**config.mk**
```make
export PLATFORM = sky130hd
export DESIGN_NAME = jts16_obj_scan
export DESIGN_NICKNAME = d
export VERILOG_FILES = /design/src/rtl/jts16_obj_scan.sv
export SDC_FILE = /design/constraint.sdc
export NUM_CORES = 1
export LEC_CHECK = 0
export CELL_PAD_IN_SITES_DETAIL_PLACEMENT = 2
export CELL_PAD_IN_SITES_GLOBAL_PLACEMENT = 2
export CORE_ASPECT_RATIO = 1.25
export CORE_MARGIN = 2
export CORE_UTILIZATION = 36
export CTS_BUF_LIST = sky130_fd_sc_hd__clkbuf_8
export DETAILED_ROUTE_END_ITERATION = 8
export PLACE_DENSITY_LB_ADDON = 0.1
export SLEW_MARGIN = 0
export SYNTH_ARGS = -nofsm -noshare
export SYNTH_HDL_FRONTEND = slang
export SYNTH_SLANG_ARGS = --single-unit
```
**constraint.sdc**
```tcl
create_clock -name clk -period 5.3 [get_ports clk]
set_clock_uncertainty 0.15 [all_clocks]
set_input_delay 1.325 -clock clk [delete_from_list [all_inputs] [get_ports clk]]
set_output_delay 1.325 -clock clk [all_outputs]
set_load 0.005 [all_outputs]
```
**src/rtl/jts16_obj_scan.sv**
```systemverilog
// Per-line sprite table scanner: walks object RAM, issues draw requests, updates running ROM addresses.
// Optional JTS16_OBJ_SCAN_LIMIT_EN caps draw requests at 32 per line.
module jts16_obj_scan #(
    parameter int              MAXOBJ  = 128,
    parameter logic signed [8:0] VOFFSET = 9'sd0
) (
    input  logic        clk,
    input  logic        rst,
    input  logic        hstart,
    input  logic [8:0]  vrender,
    output logic [9:0]  tbl_addr,
    input  logic [15:0] tbl_dout,
    output logic        tbl_we,
    output logic [15:0] tbl_din,
    output logic        dr_start,
    input  logic        dr_busy,
    output logic [8:0]  dr_xpos,
    output logic [15:0] dr_addr,
    output logic [3:0]  dr_bank,
    output logic [1:0]  dr_prio,
    output logic        dr_hflip,
    output logic [5:0]  dr_pal,
    output logic        scan_busy
);

    typedef enum logic [3:0] {
        S_IDLE,
        S_RD0,
        S_CHK,
        S_F1,
        S_F2,
        S_F3,
        S_F4,
        S_F7,
        S_WB,
        S_REQ,
        S_NEXT,
        S_DONE
    } state_t;

    state_t      state_q, state_d;
    logic [6:0]  cnt_q, cnt_d;
    logic [7:0]  line_q, line_d;
    logic [7:0]  top_q, top_d;
    logic [8:0]  xpos_q, xpos_d;
    logic [15:0] pitch_q, pitch_d;
    logic [15:0] run_q, run_d;
    logic [12:0] attr_q, attr_d;

    logic [8:0]  o_xpos_q;
    logic [15:0] o_addr_q;
    logic [3:0]  o_bank_q;
    logic [1:0]  o_prio_q;
    logic        o_hflip_q;
    logic [5:0]  o_pal_q;

`ifdef JTS16_OBJ_SCAN_LIMIT_EN
    logic [5:0]  nreq_q, nreq_d;
`endif

    logic [9:0]  addr_c;
    logic        we_c;
    logic [15:0] din_c;
    logic        start_c;
    logic [7:0]  line_nx;
    logic [7:0]  w_top;
    logic [7:0]  w_bot;
    logic        hit;
    logic        limit_hit;

    assign line_nx = 8'(vrender + 9'd1 + VOFFSET);
    assign w_top   = tbl_dout[7:0];
    assign w_bot   = tbl_dout[15:8];
    // Half-open span: top==bottom and bottom<top can never match
    assign hit     = (w_top <= line_q) && (line_q < w_bot);

`ifdef JTS16_OBJ_SCAN_LIMIT_EN
    assign limit_hit = (nreq_q == 6'd32);
`else
    assign limit_hit = 1'b0;
`endif

    always_comb begin
        state_d = state_q;
        cnt_d   = cnt_q;
        line_d  = line_q;
        top_d   = top_q;
        xpos_d  = xpos_q;
        pitch_d = pitch_q;
        run_d   = run_q;
        attr_d  = attr_q;
        addr_c  = 10'd0;
        we_c    = 1'b0;
        din_c   = 16'd0;
        start_c = 1'b0;
`ifdef JTS16_OBJ_SCAN_LIMIT_EN
        nreq_d  = nreq_q;
`endif
        unique case (state_q)
            S_IDLE: begin
            end
            S_RD0: begin
                addr_c  = {cnt_q, 3'd0};
                state_d = S_CHK;
            end
            S_CHK: begin
                addr_c = {cnt_q, 3'd1};
                top_d  = w_top;
                if (w_bot == 8'hFF) begin
                    state_d = S_DONE;
                end else if (hit) begin
                    state_d = limit_hit ? S_DONE : S_F1;
                end else begin
                    state_d = S_NEXT;
                end
            end
            S_F1: begin
                addr_c  = {cnt_q, 3'd2};
                xpos_d  = tbl_dout[8:0];
                state_d = S_F2;
            end
            S_F2: begin
                addr_c  = {cnt_q, 3'd3};
                pitch_d = tbl_dout;
                state_d = S_F3;
            end
            S_F3: begin
                addr_c = {cnt_q, 3'd4};
                if (line_q == top_q) begin
                    run_d = tbl_dout;
                end
                state_d = S_F4;
            end
            S_F4: begin
                addr_c  = {cnt_q, 3'd7};
                attr_d  = {tbl_dout[15:12], tbl_dout[8:0]};
                state_d = S_F7;
            end
            S_F7: begin
                if (line_q != top_q) begin
                    run_d = tbl_dout;
                end
                state_d = S_WB;
            end
            S_WB: begin
                addr_c  = {cnt_q, 3'd7};
                we_c    = 1'b1;
                din_c   = run_q + pitch_q;
                state_d = S_REQ;
            end
            S_REQ: begin
                if (!dr_busy) begin
                    start_c = 1'b1;
                    state_d = S_NEXT;
`ifdef JTS16_OBJ_SCAN_LIMIT_EN
                    nreq_d  = nreq_q + 6'd1;
`endif
                end
            end
            S_NEXT: begin
                if (cnt_q == 7'(MAXOBJ - 1)) begin
                    state_d = S_DONE;
                end else begin
                    cnt_d   = cnt_q + 7'd1;
                    state_d = S_RD0;
                end
            end
            S_DONE: begin
                state_d = S_IDLE;
            end
            default: begin
                state_d = S_IDLE;
            end
        endcase
        // A new line always wins; a write already on the bus still lands
        if (hstart) begin
            state_d = S_RD0;
            cnt_d   = 7'd0;
            line_d  = line_nx;
            start_c = 1'b0;
`ifdef JTS16_OBJ_SCAN_LIMIT_EN
            nreq_d  = 6'd0;
`endif
        end
    end

    always_ff @(posedge clk or posedge rst) begin
        if (rst) begin
            state_q   <= S_IDLE;
            cnt_q     <= 7'd0;
            line_q    <= 8'd0;
            top_q     <= 8'd0;
            xpos_q    <= 9'd0;
            pitch_q   <= 16'd0;
            run_q     <= 16'd0;
            attr_q    <= 13'd0;
            o_xpos_q  <= 9'd0;
            o_addr_q  <= 16'd0;
            o_bank_q  <= 4'd0;
            o_prio_q  <= 2'd0;
            o_hflip_q <= 1'b0;
            o_pal_q   <= 6'd0;
`ifdef JTS16_OBJ_SCAN_LIMIT_EN
            nreq_q    <= 6'd0;
`endif
        end else begin
            state_q <= state_d;
            cnt_q   <= cnt_d;
            line_q  <= line_d;
            top_q   <= top_d;
            xpos_q  <= xpos_d;
            pitch_q <= pitch_d;
            run_q   <= run_d;
            attr_q  <= attr_d;
`ifdef JTS16_OBJ_SCAN_LIMIT_EN
            nreq_q  <= nreq_d;
`endif
            if (start_c) begin
                o_xpos_q  <= xpos_q;
                o_addr_q  <= run_q;
                o_bank_q  <= attr_q[12:9];
                o_prio_q  <= attr_q[7:6];
                o_hflip_q <= attr_q[8];
                o_pal_q   <= attr_q[5:0];
            end
        end
    end

    // Fields switch with the pulse itself and then hold until the next one
    assign dr_xpos   = start_c ? xpos_q       : o_xpos_q;
    assign dr_addr   = start_c ? run_q        : o_addr_q;
    assign dr_bank   = start_c ? attr_q[12:9] : o_bank_q;
    assign dr_prio   = start_c ? attr_q[7:6]  : o_prio_q;
    assign dr_hflip  = start_c ? attr_q[8]    : o_hflip_q;
    assign dr_pal    = start_c ? attr_q[5:0]  : o_pal_q;

    assign dr_start  = start_c;
    assign tbl_addr  = addr_c;
    assign tbl_we    = we_c;
    assign tbl_din   = din_c;
    assign scan_busy = (state_q != S_IDLE) && (state_q != S_DONE);

endmodule

```
=== Word level (Yosys, flattened, before mapping) ===
Index checks and enable logic that the tools add are counted.

* Flip-flop bits (word level): 119
* Input port bits: 29
* Output and inout port bits: 67
* Word-level logic and storage cells: 73

* $add $sub $neg: 3
* Order comparisons: 2
* Eq/ne operators: 20
* Mux-type cells: 24
* Reductions and logical operators: 10

{| class="wikitable"
|+ Operators with widths
! operator !! number
|-
| 16-bit two-way mux || 4
|-
| 10-bit one-hot mux with 6 select lines || 1
|-
| 4-bit one-hot mux with 11 select lines || 1
|-
| 16-bit one-hot mux with 2 select lines || 1
|-
| 4-bit two-way mux || 6
|-
| 7-bit two-way mux || 3
|-
| 16-bit adder || 1
|-
| 4-bit by 3-bit == test with 1-bit output (second input constant) || 4
|-
| 4-bit == test (second input constant) || 3
|-
| 9-bit two-way mux || 1
|-
| 8-bit by 1-bit adder with 8-bit output (second input constant) || 1
|-
| 4-bit by 2-bit == test with 1-bit output (second input constant) || 2
|-
| 8-bit == test || 1
|-
| 8-bit == test (second input constant) || 1
|-
| 8-bit less-or-equal comparator || 1
|-
| 8-bit less-than comparator || 1
|-
| 2-bit != test (second input constant) || 4
|-
| 8-bit != test || 1
|-
| 7-bit by 1-bit adder with 7-bit output (second input constant) || 1
|-
| 7-bit == test (second input constant) || 1
|-
| 6-bit two-way mux || 1
|-
| 1-bit two-way mux || 5
|-
| 4-bit by 1-bit == test with 1-bit output (second input constant) || 1
|-
| 4-bit zero test || 1
|-
| other kinds (9) || 12
|}

=== Depth between registers and ports, before layout ===
Gate-level depths: netlist of the first run.

* Depth in word-level cells: 6
* Depth in mapped cells: 8
* Mapped depth without buffers: 8

=== Least setup slack after synthesis of the first run ===
OpenSTA, ideal clock, no wires.

* Path kind: input -> output
* From: input port hstart
* To: output port dr_addr[10]
* Arrival time: 2.490 ns
* Data required time: 3.825 ns
* Path slack: 1.335 ns
* Stages on the path: 7
* Path buffers: 3
* Cells stage by stage: clkbuf_1 -> nor2_1 -> nand4_1 -> clkbuf_1 -> buf_1 -> nand2_1 -> nand2_1

* Word-level cells in the longest chain between the ends: 2

{| class="wikitable"
|+ RTL lines
! element !! line !! RTL
|-
| from (decl) || 9 || <nowiki>input logic hstart,</nowiki>
|-
| 1-bit two-way mux || 176 || <nowiki>if (hstart) begin</nowiki>
|-
| 16-bit two-way mux || -- ||
|-
| to (decl) || 18 || <nowiki>output logic [15:0] dr_addr,</nowiki>
|}

No other way between the ends.

=== Worst setup path after layout of the first run ===
* From: register run_q[3]
* To: output port tbl_din[15]

* Word-level cells in the longest chain between the ends: 2

{| class="wikitable"
|+ RTL lines
! element !! line !! RTL
|-
| from (decl) || 47 || <nowiki>logic [15:0] run_q, run_d;</nowiki>
|-
| from (signal assigned) || 213 || <nowiki>run_q <= run_d;</nowiki>
|-
| 16-bit adder || 148 || <nowiki>din_c = run_q + pitch_q;</nowiki>
|-
| 16-bit two-way mux || 99 || <nowiki>unique case (state_q)</nowiki>
|-
| to (decl) || 14 || <nowiki>output logic [15:0] tbl_din,</nowiki>
|}

No other way between the ends.

==> flow_summary.toml, run 1 <==
[status]
status = "complete, no violations"

[final_layout]
multi_input_area_um2 = 2945
layout-drive-gt1-share_pct = 14.45
diodes = 0
fin_cells = 926
regArea_um2 = 2978
syn2layout_area_growth_pct = 26.56
final_cell_area_um2 = 7751
fillers = 1770
nets = 755

[worst_setup_path]
worstSetupPathDepth = 8
reg2reg_to = "run_q[14]$_DFFE_PP0P_"
worstSetupStartpoint = "run_q[3]$_DFFE_PP0P_"
crit_arrival_ns = 3.31
r2r_slack_ns = 2.66
crit_type = "register to output port"
cp-end-kind = "output port"
cp_cell_sequence = "ha_1 -> nand3_1 -> o211ai_1 -> a221oi_1 -> o31ai_1 -> xnor2_1 -> nor2_1 -> clkdlybuf4s50_1"
cp-start-kind = "register"
critical_path.max_fanout = 5
cp_top_family = "compound AO/OA/AOI/OAI gates"
r2r_cells = 5
slowest_stage = "clkdlybuf4s50_1"
critical_path_buf_inv_count = 1
crit_end = "tbl_din[15]"
required_ns = 3.83
timing.rr.start = "line_q[5]$_DFFE_PP0P_"
critPathMaxStageDelay_ns = 0.54

[floorplanning]
core_um2 = 16710
placementRows = 53
die_w_um = 120.7
start_util_pct = 36.65
die_height_um = 149.8
design.die.area_um2 = 18080
top_level_ports = 96

[detailed_routing]
drtAntennaViolNets = 0
drt-total-wl_um = 18720
vias_per_cell = 5.206
wl_per_cell_um = 20.21
drtIter0Drc = 235
via_count = 4821
drc = 0
firstDrtPassIters = 4

[yosys]
synth_cell_types = 46
yosys_register_bits = 119
synthFlopType = "dfrtp_1"
synth_top_area_share_pct = 48.62
syn-num-nets = 659
synth_edf_count = 0
netlist_top_cells_area = "dfrtp_1 (49%), mux2_2 (8.8%), nand2_1 (7.6%), ha_1 (6.5%), xnor2_1 (2.7%)"
ys_seq_area_share_pct = 48.62
syn_avg_cell_area_um2 = 10.26
yosys_warnings = 0
syn_inst = 597
yosysTopAreaCell = "dfrtp_1"
syn_area_um2 = 6125
synth.most_common_cell = "nand2_1"
async_reset_ff_share_pct = 100.0
synthTopCellsByCount = "nand2_1 (124), dfrtp_1 (119), mux2_2 (48), nor2_1 (36), ha_1 (32)"

[place]
dp_hpwl_um = 13420
placed_cells = 894
dp_slack_ns = 0.5063
gp_routability_congestion = 0.8600
io_buffers = 94
dpl_cell_area_um2 = 7313

[timing]
worst_slack_ns = 0.5142
setup_tns_ns = 0
whs_ns = 0.3346
worst-slew-pin-transition_ns = 0.9393
finalCritPeriodShare_pct = 90.30
rsz0062_at_grt = "no"
max_clock_freq_ghz = 0.2090
max-slew-margin-rel_pct = 37.38
setup_viol = 0
hold_violations = 0
min_period_ns = 4.786
drv_slew = 0

[clock_tree]
clk_pin_slew_ns = 0.08
clock_path_buffers = 2
insertion_delay_ns = 0.45
cts_sinks = 119
cts_setup_buffers = 0
cts_resized = 0
cts_root_buf = "clkbuf_8"
cts_buffers = 17
cts_tree = "done"
hold_buffers = 0
ctsHtreeMaxLevel = 4

[run]
max_cap_viol_count = 0

[global_routing]
gr-total-overflow = 0
grt_pass1_wl_um = 30370
antenna_found_initial = 0
grt_pass1_vias = 5576
grt_use_total_pct = 22.16
grt_max_degree = 70

[power]
peakVddDrop_mv = 0.1458
total_leakage_power_uw = 0.003654
p_per_area_nw_per_um2 = 411.0

[hold_path]
hp-start = "o_addr_q[14]$_DFF_PP0_"
hold_class = "register to register"
[cells by family after synthesis]
| logic type | share of synthesized area, % |
|---|---|
| AND/OR/NAND/NOR | 16.30 |
| flip-flops | 48.62 |
| AO/OA/AOI/OAI | 8.151 |
| adder cells (fa/ha/maj) | 6.864 |
| XOR/XNOR | 4.433 |
| buffers and inverters | 3.289 |
| multiplexers | 12.34 |
[layout make-up]
class / count / area share, %
tap: 220 / 3.551
clock buffer: 17 / 3.019
clock inverter: 15 / 2.631
sequential: 119 / 38.42
inverter: 25 / 1.243
timing repair buffer: 101 / 13.14
multi-input combinational: 429 / 38.00
[metrics by stage]
step,utilization [%],total power [uW]
2_1_floorplan,-,1949
3_3_place_gp,43.76,2187
3_5_place_dp,43.76,2273
4_1_cts,46.38,3224
5_1_grt,46.38,3399
6_report,46.38,3186
[sequential cells by signal (all words and copies together), names as in the netlist]
register / count
o_xpos_q: 9
pitch_q: 16
top_q: 8
line_q: 8
cnt_q: 7
o_prio_q: 2
o_pal_q: 6
attr_q: 13
run_q: 16
o_hflip_q: 1
xpos_q: 9
o_addr_q: 16
o_bank_q: 4
state_q: 4
[tightest hold or removal path, delay by kind of cell, from the launching register on]
family / cells / cell delay (ns)
simple gates: 2 / 0.13
flops: 1 / 0.33
[placed cells by master, fill, tap and decap left out, types with 5 or more instances in the layout]
master | synthesis | routed
nand3_1 | 10 | 10
nor3_1 | 8 | 8
a21o_1 | 9 | 9
nand2_1 | 124 | 124
a211oi_1 | 5 | 5
ha_1 | 32 | 32
and2_1 | 11 | 11
a21oi_1 | 27 | 27
buf_4 | 0 | 5
nand2b_1 | 6 | 6
and3_1 | 6 | 6
clkbuf_8 | 0 | 17
clkdlybuf4s50_1 | 0 | 94
dfrtp_1 | 119 | 119
nand4_1 | 11 | 11
nor2_1 | 36 | 36
xor2_1 | 12 | 12
mux2_4 | 10 | 10
o21ai_0 | 9 | 9
mux2_2 | 48 | 48
xnor2_1 | 19 | 19
inv_1 | 25 | 25
[power by group]
| part | switching, uW | total, uW | internal, uW |
|---|---|---|---|
| Clock | 415 | 930 | 515 |
| Sequential | 170 | 1300 | 1130 |
| Combinational | 472 | 959 | 486 |
[metal layers]
layer  wire (um)  global-route usage, %  part of all wire (%)
met3         478                  4.040                   2.6
met1        7619                  25.70                    41
met4         291                  7.035                   1.6
met5           0                      0                     0
met2       10330                  41.05                    55
[worst min-delay path by stage]
stage	cells past startpoint	endpoint	slack (ns)
after floorplan	2	o_bank_q[0]$_DFF_PP0_	0.31
final	2	o_addr_q[14]$_DFF_PP0_	0.33
after detailed placement	2	o_addr_q[14]$_DFF_PP0_	0.31
after CTS	2	o_addr_q[14]$_DFF_PP0_	0.34
after global placement	2	o_addr_q[10]$_DFF_PP0_	0.30
after global routing	2	o_addr_q[14]$_DFF_PP0_	0.36
Note: power is estimated with default switching activity, not from simulation.
==> run 2, diff against run 1 <==
--- a/config.mk
+++ b/config.mk
@@ -11,6 +11,7 @@
 export CORE_MARGIN = 2
 export CORE_UTILIZATION = 36
 export CTS_BUF_LIST = sky130_fd_sc_hd__clkbuf_8
+export CTS_CLUSTER_DIAMETER = 150
 export DETAILED_ROUTE_END_ITERATION = 8
 export PLACE_DENSITY_LB_ADDON = 0.1
 export SLEW_MARGIN = 0
==> results of run 2 <==
Final layout, timing and power as in run 1 (identical DEF).
==> run 3, diff against run 2 <==
--- a/config.mk
+++ b/config.mk
@@ -5,11 +5,12 @@
 export SDC_FILE = /design/constraint.sdc
 export NUM_CORES = 1
 export LEC_CHECK = 0
+export ABC_AREA = 1
 export CELL_PAD_IN_SITES_DETAIL_PLACEMENT = 2
 export CELL_PAD_IN_SITES_GLOBAL_PLACEMENT = 2
 export CORE_ASPECT_RATIO = 1.25
 export CORE_MARGIN = 2
-export CORE_UTILIZATION = 36
+export CORE_UTILIZATION = 33
 export CTS_BUF_LIST = sky130_fd_sc_hd__clkbuf_8
 export CTS_CLUSTER_DIAMETER = 150
 export DETAILED_ROUTE_END_ITERATION = 8
==> run 3 against run 2 <==
Against the previous run: via count is 16% higher; final cell count is 20% higher; worst hold slack worse by 0.010 ns; total power is 28% higher; global-route usage is 1.2 points lower; routed wire length is 6.2% higher; fmax is 1.8% higher; critical endpoint is now dr_prio[0]; highest routed layer unchanged.
==> flow_summary.toml, run 3 <==
[yosys]
synth_edf_count = 0
yosysTopAreaCell = "dfrtp_1"
syn_area_um2 = 6227
async_reset_ff_share_pct = 100.0
synth_cell_types = 40
yosys_warnings = 0
netlist_top_cells_area = "dfrtp_1 (48%), nand2_1 (15%), ha_1 (6.4%), o21ai_0 (5.5%), inv_1 (4.6%)"
synth.most_common_cell = "nand2_1"
synthTopCellsByCount = "nand2_1 (256), dfrtp_1 (119), inv_1 (77), o21ai_0 (69), nor2_1 (53)"
syn_inst = 773
ys_seq_area_share_pct = 47.82
synthFlopType = "dfrtp_1"
syn-num-nets = 835
syn_avg_cell_area_um2 = 8.056
yosys_register_bits = 119
synth_top_area_share_pct = 47.82

[floorplanning]
placementRows = 56
start_util_pct = 33.41
die_height_um = 157.6
core_um2 = 18640
die_w_um = 126.9
top_level_ports = 96
design.die.area_um2 = 19990

[global_routing]
grt_max_degree = 69
grt_pass1_vias = 6103
grt_use_total_pct = 20.94
antenna_found_initial = 0
grt_pass1_wl_um = 32290
gr-total-overflow = 0

[status]
status = "complete, no violations"

[final_layout]
nets = 932
fin_cells = 1114
final_cell_mix = "nand2_1 (256), dfrtp_1 (119), clkdlybuf4s50_1 (94), inv_1 (76), o21ai_0 (69)"
diodes = 0
syn2layout_area_growth_pct = 24.19
layout-drive-gt1-share_pct = 7.710
largestRegisters = "o_addr_q: 16 flops, pitch_q: 16 flops, run_q: 16 flops"
mostFrequentLayoutCell = "nand2_1"

[clock_tree]
cts_sinks = 119
clk_pin_slew_ns = 0.08
cts_tree = "done"
insertion_delay_ns = 0.45
ctsHtreeMaxLevel = 4
cts_buffers = 17
cts_setup_buffers = 0
cts_root_buf = "clkbuf_8"
clock_path_buffers = 2
cts_resized = 0
hold_buffers = 0

[detailed_routing]
firstDrtPassIters = 4
drtIter0Drc = 173
vias_per_cell = 5.027
wl_per_cell_um = 17.85
drc = 0
drtAntennaViolNets = 0
via_count = 5600
drt-total-wl_um = 19880

[hold_path]
hold_class = "register to register"

[worst_setup_path]
cp-end-kind = "output port"
critPathMaxStageDelay_ns = 0.56
slowest_stage = "clkdlybuf4s50_1"
cpMostUsedCell = "clkdlybuf4s50_1"
cp_cell_sequence = "clkdlybuf4s50_1 -> nor3_4 -> inv_4 -> nand2_1 -> o21ai_2 -> clkdlybuf4s50_1"
crit_type = "primary input to output port"
crit_arrival_ns = 3.23
critical_path.max_fanout = 50
required_ns = 3.83
cp-start-kind = "primary input"

[place]
placed_cells = 1083
gp_routability_congestion = 0.8659
dp_hpwl_um = 15220
dp_slack_ns = 0.5690
io_buffers = 94

[timing]
min_period_ns = 4.700
setup_viol = 0
worst_slack_ns = 0.5999
whs_ns = 0.3246
drv_slew = 0
setup_tns_ns = 0
finalCritPeriodShare_pct = 88.68
max_clock_freq_ghz = 0.2128
hold_violations = 0
max-slew-margin-rel_pct = 41.21
worst-slew-pin-transition_ns = 0.8818
rsz0062_at_grt = "no"

[power]
swShare_pct = 41.81
seq_power_share_pct = 36.8
p_sw_uw = 1711
p_per_area_nw_per_um2 = 529.0
total_leakage_power_uw = 0.003793
peakVddDrop_mv = 0.2045
comb_power_share_pct = 44.2
intPower_uw = 2380
clkPwrFrac_pct = 19.0

[run]
max_cap_viol_count = 0
==> run 3: cell type report <==
type                       instances  area [um2]
clock inverter                    14       127.6
timing repair buffer              99       991.0
tap                              232       290.3
inverter                          83       316.6
multi-input combinational        550        2796
clock buffer                      17       234.0
fill                            2156       10900
sequential                       119        2978
==> run 3: path summary, 6_finish.rpt <==
kind / start / endpoint / slack, ns / depth (start not counted)
worst max-delay path: dr_busy / dr_prio[0] / 0.60 / 6
worst min-delay path: o_pal_q[3]$_DFF_PP0_ / o_pal_q[3]$_DFF_PP0_ / 0.32 / 2
worst max register to register: state_q[3]$_DFFE_PP0P_ / run_q[10]$_DFFE_PP0P_ / 3.00 / 7
worst min register to register: o_pal_q[3]$_DFF_PP0_ / o_pal_q[3]$_DFF_PP0_ / 0.32 / 2
max in group asynchronous: rst / top_q[2]$_DFFE_PP0P_ / 2.92 / 3
min in group asynchronous: rst / o_addr_q[9]$_DFF_PP0_ / 1.26 / 2
==> run 3: metrics by stage <==
step	util, %	total power, uW	area [um2]
floorplan	-	2576	6227
global placement	39.55	3236	7372
detailed placement	39.55	3349	7372
CTS	41.49	4156	7734
global route	41.49	4445	7734
finish	41.49	4091	7734
==> run 3: kinds of logic after synthesis <==
logic type | count (synthesis) | synth area share [%]
flip-flops | 119 | 47.82
buffers and inverters | 104 | 7.273
XOR/XNOR | 12 | 1.688
AND/OR/NAND/NOR | 372 | 24.53
AO/OA/AOI/OAI | 133 | 11.94
adder cells (fa/ha/maj) | 33 | 6.751
==> run 3: critical path: cells and delay by family <==
kind            cells  cell delay, ns
buf+inv             3            1.52
simple gates        2            0.25
compound gates      1            0.11
==> run 3: routing by layer <==
metal  track usage, %  part of all wire (%)
met4            6.384                   1.6
met1            24.11                    40
met5                0                     0
met2            39.68                    56
met3            3.380                   2.1
==> run 3: power by group through the flow <==
stage	logic (uW)	clock network, uW	registers [uW]
after floorplan	1160	0	1420
after global placement	1720	0	1510
after detailed placement	1820	0	1530
after CTS	1840	802	1520
after global routing	2070	827	1550
final	1810	779	1510
